<file path="src/rtl/spi_xfer_sched_pkg.sv">
// Shared types and widths for the SPI transfer scheduler.
// DIV_W matches the base_fsm clock-scaler width; SAMPLE_W is the ADC sample width.
package spi_xfer_sched_pkg;

  localparam int DIV_W    = 8;
  localparam int SAMPLE_W = 12;

  typedef enum logic [2:0] {
    SCH_IDLE  = 3'd0,
    SCH_START = 3'd1,
    SCH_BUSY  = 3'd2,
    SCH_DONE  = 3'd3,
    SCH_ERR   = 3'd4
  } sch_state_e;

endpackage

</file>
<file path="src/rtl/spi_xfer_sched_rr_pick.sv">
// Combinational round-robin picker: first set request bit at or after the pointer,
// wrapping past the top. Returns both a one-hot vector and the index.
module rr_pick
  import spi_xfer_sched_pkg::*;
#(
  parameter int N_REQ = 4,
  parameter int ID_W  = 2
) (
  input  logic [N_REQ-1:0] i_req,
  input  logic [ID_W-1:0]  i_rr_ptr,
  output logic [N_REQ-1:0] o_pick_oh,
  output logic [ID_W-1:0]  o_pick_id,
  output logic             o_pick_vld
);

  localparam logic [ID_W:0] NREQ_L = (ID_W+1)'(N_REQ);

  logic [2*N_REQ-1:0] w_req2;
  logic [N_REQ-1:0]   w_rot;
  logic [ID_W:0]      w_off;
  logic [ID_W:0]      w_sum;
  logic [ID_W:0]      w_wrap;
  logic               w_vld;

  // Rotating a doubled copy puts the pointer position at bit 0.
  assign w_req2 = {i_req, i_req};
  assign w_rot  = w_req2[i_rr_ptr +: N_REQ];

  always_comb begin
    w_off = '0;
    w_vld = 1'b0;
    for (int k = N_REQ - 1; k >= 0; k--) begin
      if (w_rot[k]) begin
        w_off = (ID_W+1)'(k);
        w_vld = 1'b1;
      end
    end
  end

  assign w_sum      = {1'b0, i_rr_ptr} + w_off;
  assign w_wrap     = (w_sum >= NREQ_L) ? (w_sum - NREQ_L) : w_sum;
  assign o_pick_id  = w_wrap[ID_W-1:0];
  assign o_pick_vld = w_vld;

  genvar gi;
  generate
    for (gi = 0; gi < N_REQ; gi++) begin : g_oh
      assign o_pick_oh[gi] = w_vld && (o_pick_id == ID_W'(gi));
    end
  endgenerate

endmodule

</file>
<file path="src/rtl/spi_xfer_sched.sv">
// Round-robin scheduler sharing one base_fsm SPI read engine among N_REQ requesters,
// with irq rising-edge completion, a watchdog abort and tagged responses.
module spi_xfer_sched
  import spi_xfer_sched_pkg::*;
#(
  parameter int N_REQ = 4,
  parameter int ID_W  = 2,
  parameter int W     = DIV_W,
  parameter int TMO_W = 10
) (
  input  logic                clk,
  input  logic                rst_n,
  input  logic [N_REQ-1:0]    req,
  input  logic [N_REQ*W-1:0]  req_div,
  output logic [N_REQ-1:0]    gnt,
  output logic                rsp_valid,
  output logic [ID_W-1:0]     rsp_id,
  output logic [SAMPLE_W-1:0] rsp_data,
  output logic                rsp_err,
  output logic                fsm_start,
  output logic [W-1:0]        fsm_clk_scaler,
  input  logic                fsm_irq,
  input  logic [SAMPLE_W-1:0] fsm_data
);

  localparam logic [ID_W-1:0] LAST_ID = ID_W'(N_REQ - 1);

  sch_state_e          r_state;
  logic [N_REQ-1:0]    r_gnt;
  logic [ID_W-1:0]     r_cur_id;
  logic [ID_W-1:0]     r_rr_ptr;
  logic [W-1:0]        r_scaler;
  logic                r_start;
  logic [TMO_W-1:0]    r_wdog;
  logic                r_irq_q;
  logic                r_rsp_valid;
  logic [ID_W-1:0]     r_rsp_id;
  logic [SAMPLE_W-1:0] r_rsp_data;
  logic                r_rsp_err;

  logic [N_REQ-1:0]    w_pick_oh;
  logic [ID_W-1:0]     w_pick_id;
  logic                w_pick_vld;
  logic [W-1:0]        w_div_arr [N_REQ];
  logic                w_edge;
  logic                w_tmo;
  logic [ID_W-1:0]     w_next_ptr;

  rr_pick #(
    .N_REQ (N_REQ),
    .ID_W  (ID_W)
  ) u_pick (
    .i_req      (req),
    .i_rr_ptr   (r_rr_ptr),
    .o_pick_oh  (w_pick_oh),
    .o_pick_id  (w_pick_id),
    .o_pick_vld (w_pick_vld)
  );

  genvar gi;
  generate
    for (gi = 0; gi < N_REQ; gi++) begin : g_div
      assign w_div_arr[gi] = req_div[gi*W +: W];
    end
  endgenerate

  // r_irq_q follows fsm_irq every cycle, so a level still high from an earlier
  // (or reset-abandoned) transfer must drop before it can count as completion.
  assign w_edge     = fsm_irq & ~r_irq_q;
  assign w_tmo      = &r_wdog;
  assign w_next_ptr = (r_cur_id == LAST_ID) ? '0 : r_cur_id + 1'b1;

  always_ff @(posedge clk or negedge rst_n) begin
    if (!rst_n) begin
      r_state     <= SCH_IDLE;
      r_gnt       <= '0;
      r_cur_id    <= '0;
      r_rr_ptr    <= '0;
      r_scaler    <= '0;
      r_start     <= 1'b0;
      r_wdog      <= '0;
      r_irq_q     <= 1'b0;
      r_rsp_valid <= 1'b0;
      r_rsp_id    <= '0;
      r_rsp_data  <= '0;
      r_rsp_err   <= 1'b0;
    end else begin
      r_irq_q     <= fsm_irq;
      r_start     <= 1'b0;
      r_rsp_valid <= 1'b0;
      case (r_state)
        SCH_IDLE: begin
          if (w_pick_vld) begin
            r_gnt    <= w_pick_oh;
            r_cur_id <= w_pick_id;
            r_scaler <= w_div_arr[w_pick_id];
            r_start  <= 1'b1;
            r_wdog   <= '0;
            r_state  <= SCH_START;
          end
        end
        SCH_START: begin
          r_wdog  <= r_wdog + 1'b1;
          r_state <= SCH_BUSY;
        end
        SCH_BUSY: begin
          // A completion edge takes priority over a watchdog expiring in the same cycle.
          if (w_edge) begin
            r_rsp_data  <= fsm_data;
            r_rsp_id    <= r_cur_id;
            r_rsp_err   <= 1'b0;
            r_rsp_valid <= 1'b1;
            r_gnt       <= '0;
            r_rr_ptr    <= w_next_ptr;
            r_state     <= SCH_DONE;
          end else if (w_tmo) begin
            r_rsp_data  <= '0;
            r_rsp_id    <= r_cur_id;
            r_rsp_err   <= 1'b1;
            r_rsp_valid <= 1'b1;
            r_gnt       <= '0;
            r_rr_ptr    <= w_next_ptr;
            r_state     <= SCH_ERR;
          end else begin
            r_wdog <= r_wdog + 1'b1;
          end
        end
        SCH_DONE: r_state <= SCH_IDLE;
        SCH_ERR:  r_state <= SCH_IDLE;
        default:  r_state <= SCH_IDLE;
      endcase
    end
  end

  assign gnt            = r_gnt;
  assign rsp_valid      = r_rsp_valid;
  assign rsp_id         = r_rsp_id;
  assign rsp_data       = r_rsp_data;
  assign rsp_err        = r_rsp_err;
  assign fsm_start      = r_start;
  assign fsm_clk_scaler = r_scaler;

endmodule

</file>
<file path="config.mk">
export PLATFORM = sky130hd
export DESIGN_NAME = spi_xfer_sched
export DESIGN_NICKNAME = d
export VERILOG_FILES = /design/src/rtl/spi_xfer_sched_pkg.sv /design/src/rtl/spi_xfer_sched_rr_pick.sv /design/src/rtl/spi_xfer_sched.sv
export SDC_FILE = /design/constraint.sdc
export NUM_CORES = 1
export LEC_CHECK = 0
export CORE_MARGIN = 2
export CORE_UTILIZATION = 50
export CTS_CLUSTER_DIAMETER = 40
export DETAILED_ROUTE_END_ITERATION = 6
export GPL_TIMING_DRIVEN = 0
export HOLD_SLACK_MARGIN = 0.02
export PLACE_DENSITY = 0.86
export SLEW_MARGIN = 20
export SYNTH_ARGS = -nofsm -noshare
export SYNTH_HDL_FRONTEND = slang
export SYNTH_SLANG_ARGS = --single-unit
export TNS_END_PERCENT = 50
</file>
<file path="constraint.sdc">
create_clock -name clk -period 4.1 [get_ports clk]
set_input_delay 0.82 -clock clk [delete_from_list [all_inputs] [get_ports clk]]
set_output_delay 0.82 -clock clk [all_outputs]
set_load 0.005 [all_outputs]
</file>
==> flow_metrics.tcl <==
set metrics [dict create \
    ctsLongestPathBuffers 2 \
    grt_pass1_vias 2119 \
    worstPathMaxFanout 9 \
    die_h_um 74.7 \
    nNetsFinal 383 \
    critPathCapture "gnt[0]" \
    postSynth.asyncResetShare_pct 100 \
    endpoint_kind "register" \
    cts.clk_slew.worst_paths_ps 90 \
    ant_nets 0 \
    critPathArrivalTime_ps 3480 \
    pin_count 80 \
    die-width_um 74.7 \
    status "finished clean" \
    cp.required_ps 4290 \
    startpoint_type "input port" \
    clk_latency_ps 300 \
    rrSetupSlack_ps 1190 \
    top_layer_used "met4" \
    r2r-start "r_rr_ptr[0]" \
    via_per_inst 5.63 \
    syn2layout_area_growth_pct 38.2 \
    synthFlopType "dfrtp_1" \
    setup_viol 0 \
    drv_cap 0 \
    vias 2230 \
    synth_seq_area_share_pct 47.1 \
    row_count 25 \
    dr.pass1.iters 4 \
    drcViolationCount 0 \
    gp_congestion 0.802 \
    cts_root_buffer "clkbuf_8" \
    relSlewSlack_pct 56.3 \
    clock-sinks 47 \
    syn_avg_cell_area_um2 10.2 \
    antennaDiodeCount 0 \
    power.density_nw_per_um2 666 \
    final.min_clock_period_ps 3290 \
    cp-startpoint "req[0]" \
    r2r_cells 10 \
    syn_nets 299 \
    wl_um 5940 \
    initial_core_util_pct 52.5 \
    ir_worst_vdd_mv 0.446 \
    total_power_mw 2.30 \
    cts_tree "built" \
    power.leakage_nw 1.45 \
    h-tree-depth 2 \
    post_cts_resized 0 \
    grt-ovfl-total 0 \
    reg2reg_to "gnt[0]" \
    cts_hold_repair.buffers 0 \
    grt_max_degree 32 \
    rsz0062_at_grt "false" \
    yosys_warnings 0 \
    antenna_found_initial 0 \
    setup_tns_ps 0 \
    synth.distinct_cells 49 \
    wl_per_cell_um 15.0 \
    grt_pass1_wl_um 9530 \
    synth-seq-cells 47 \
    fin_crit_sh_pct 80.2 \
    wl_met2_um 2950 \
    track_usage_pct 22.3 \
    portBuffers 76 \
    postSynthCellCount 244 \
    timing.final.hold_violations 0 \
    die-area_um2 5580 \
    skew_ps 8.69 \
    cts_setup_buffers 0 \
    cts_buffers 5 \
    drtIter0Drc 134 \
    worst_pin_slew_ps 655 \
    drive_gt1_share_pct 9.12 \
    critical_path_class "in -> reg" \
    wl_met3_um 465 \
    timing.fmax_ghz 0.304 \
    core_area_um2 4750 \
    slew_violations 0 \
    wl_met1_um 2510 \
    hpwl_um 4490 \
    netlist_area_um2 2500 \
    hp-class "in -> async" \
    synth_edf_count 0 \
]
==> sequential cells by signal, summed over array words and instances (netlist names) <==
signal,flops
rsp_err,1
r_irq_q,1
r_cur_id,2
rsp_valid,1
r_wdog,10
rsp_data,12
fsm_start,1
rsp_id,2
r_state,3
r_rr_ptr,2
fsm_clk_scaler,8
gnt,4
==> synth_stat cells (2+ instances only) <==
master	number	area [µm²]
a2111oi_0	9	78.8
a21oi_1	5	25.0
a221oi_1	8	70.1
a22o_1	12	105
a32o_1	3	30.0
and3_1	3	18.8
buf_2	4	20.0
clkbuf_1	11	41.3
dfrtp_1	47	1180
ha_1	4	50.1
inv_1	3	11.3
mux2_2	2	22.5
mux2_4	3	45.0
nand2_1	27	101
nand2b_1	5	31.3
nand3_1	2	10.0
nand4_1	2	12.5
nor2_1	17	63.8
nor2_2	2	12.5
nor2b_1	18	113
nor3_1	3	15.0
nor3b_1	3	22.5
nor4_1	5	31.3
o21ai_0	2	10.0
o221ai_1	2	17.5
o22ai_1	2	12.5
o311ai_1	2	17.5
o31ai_1	10	75.1
xnor2_1	8	70.1
==> worst max-delay path, stage by stage <==
cell             delay, ps
clkdlybuf4s50_1        620
nor2_1                  70
a221o_1                360
nand2_1                 70
o221ai_1               150
ha_1                   270
xor2_1                 160
a21oi_1                540
nor2_1                 180
a32o_1                 240
==> worst min path at each step <==
stage | end | slack, ps | cells past startpoint
final | r_wdog[1] | 450 | 1
after global routing | fsm_clk_scaler[6] | 480 | 1
after CTS | fsm_clk_scaler[6] | 460 | 1
after detailed placement | fsm_clk_scaler[3] | 460 | 2
after global placement | fsm_clk_scaler[6] | 460 | 2
after floorplan | r_state[1] | 470 | 1
==> per-layer routing <==
metal | global-route usage (%) | up-vias
met4 | 3.97 | 0
met5 | 0 | -
met1 | 26.8 | 1064
met3 | 6.83 | 2
li1 | - | 1074
met2 | 39.8 | 90
==> layout make-up <==
type                            count  area [µm²]
Clock buffer                        7        86.3
Inverter                            4        15.0
Clock inverter                      1        8.76
Buffer                             17        80.1
Fill cell                         380        1300
Sequential cell                    47        1180
Timing Repair Buffer               77         776
Multi-Input combinational cell    176        1230
Tap cell                           67        83.8
==> layout by cell type, fill, tap and decap left out, types with 6 or more instances in the layout <==
| cell type | Yosys | routed |
|---|---|---|
| clkdlybuf4s50_1 | 0 | 75 |
| dfrtp_1 | 47 | 47 |
| nand2_1 | 27 | 27 |
| nor2b_1 | 18 | 18 |
| nor2_1 | 17 | 17 |
| clkbuf_1 | 11 | 12 |
| a22o_1 | 12 | 12 |
| o31ai_1 | 10 | 10 |
| a2111oi_0 | 9 | 9 |
| xnor2_1 | 8 | 8 |
| a221oi_1 | 8 | 8 |
| clkbuf_8 | 0 | 6 |
==> per-stage QoR <==
| step | instances | utilization (%) | hold WS (ps) | cell area [µm²] | worst slack (ps) |
|---|---|---|---|---|---|
| final | 396 | 72.6 | 447 | 3450 | 813 |
| after global routing | 396 | 72.6 | 476 | 3450 | 598 |
| after CTS | 396 | 72.6 | 455 | 3450 | 836 |
| after detailed placement | 388 | 70.6 | 465 | 3360 | 499 |
| after global placement | 387 | 70.3 | 461 | 3340 | 562 |
| after floorplan | 244 | - | 470 | 2500 | 1310 |
==> power breakdown <==
part / internal, mW / switching (mW) / leakage [nW]
combinational: 0.629 / 0.637 / 0.804
sequential: 0.636 / 0.105 / 0.602
clock: 0.138 / 0.152 / 0.0484
==> cell families after synthesis <==
family | after synthesis | share of synthesized area (%)
flops | 47 | 47.1
simple gates | 95 | 20.6
fa+ha+maj | 4 | 2.00
buf+inv | 21 | 3.81
xor+xnor | 9 | 3.16
compound gates | 62 | 20.2
mux | 6 | 3.11
No activity file was read; power rests on OpenSTA's default activity.
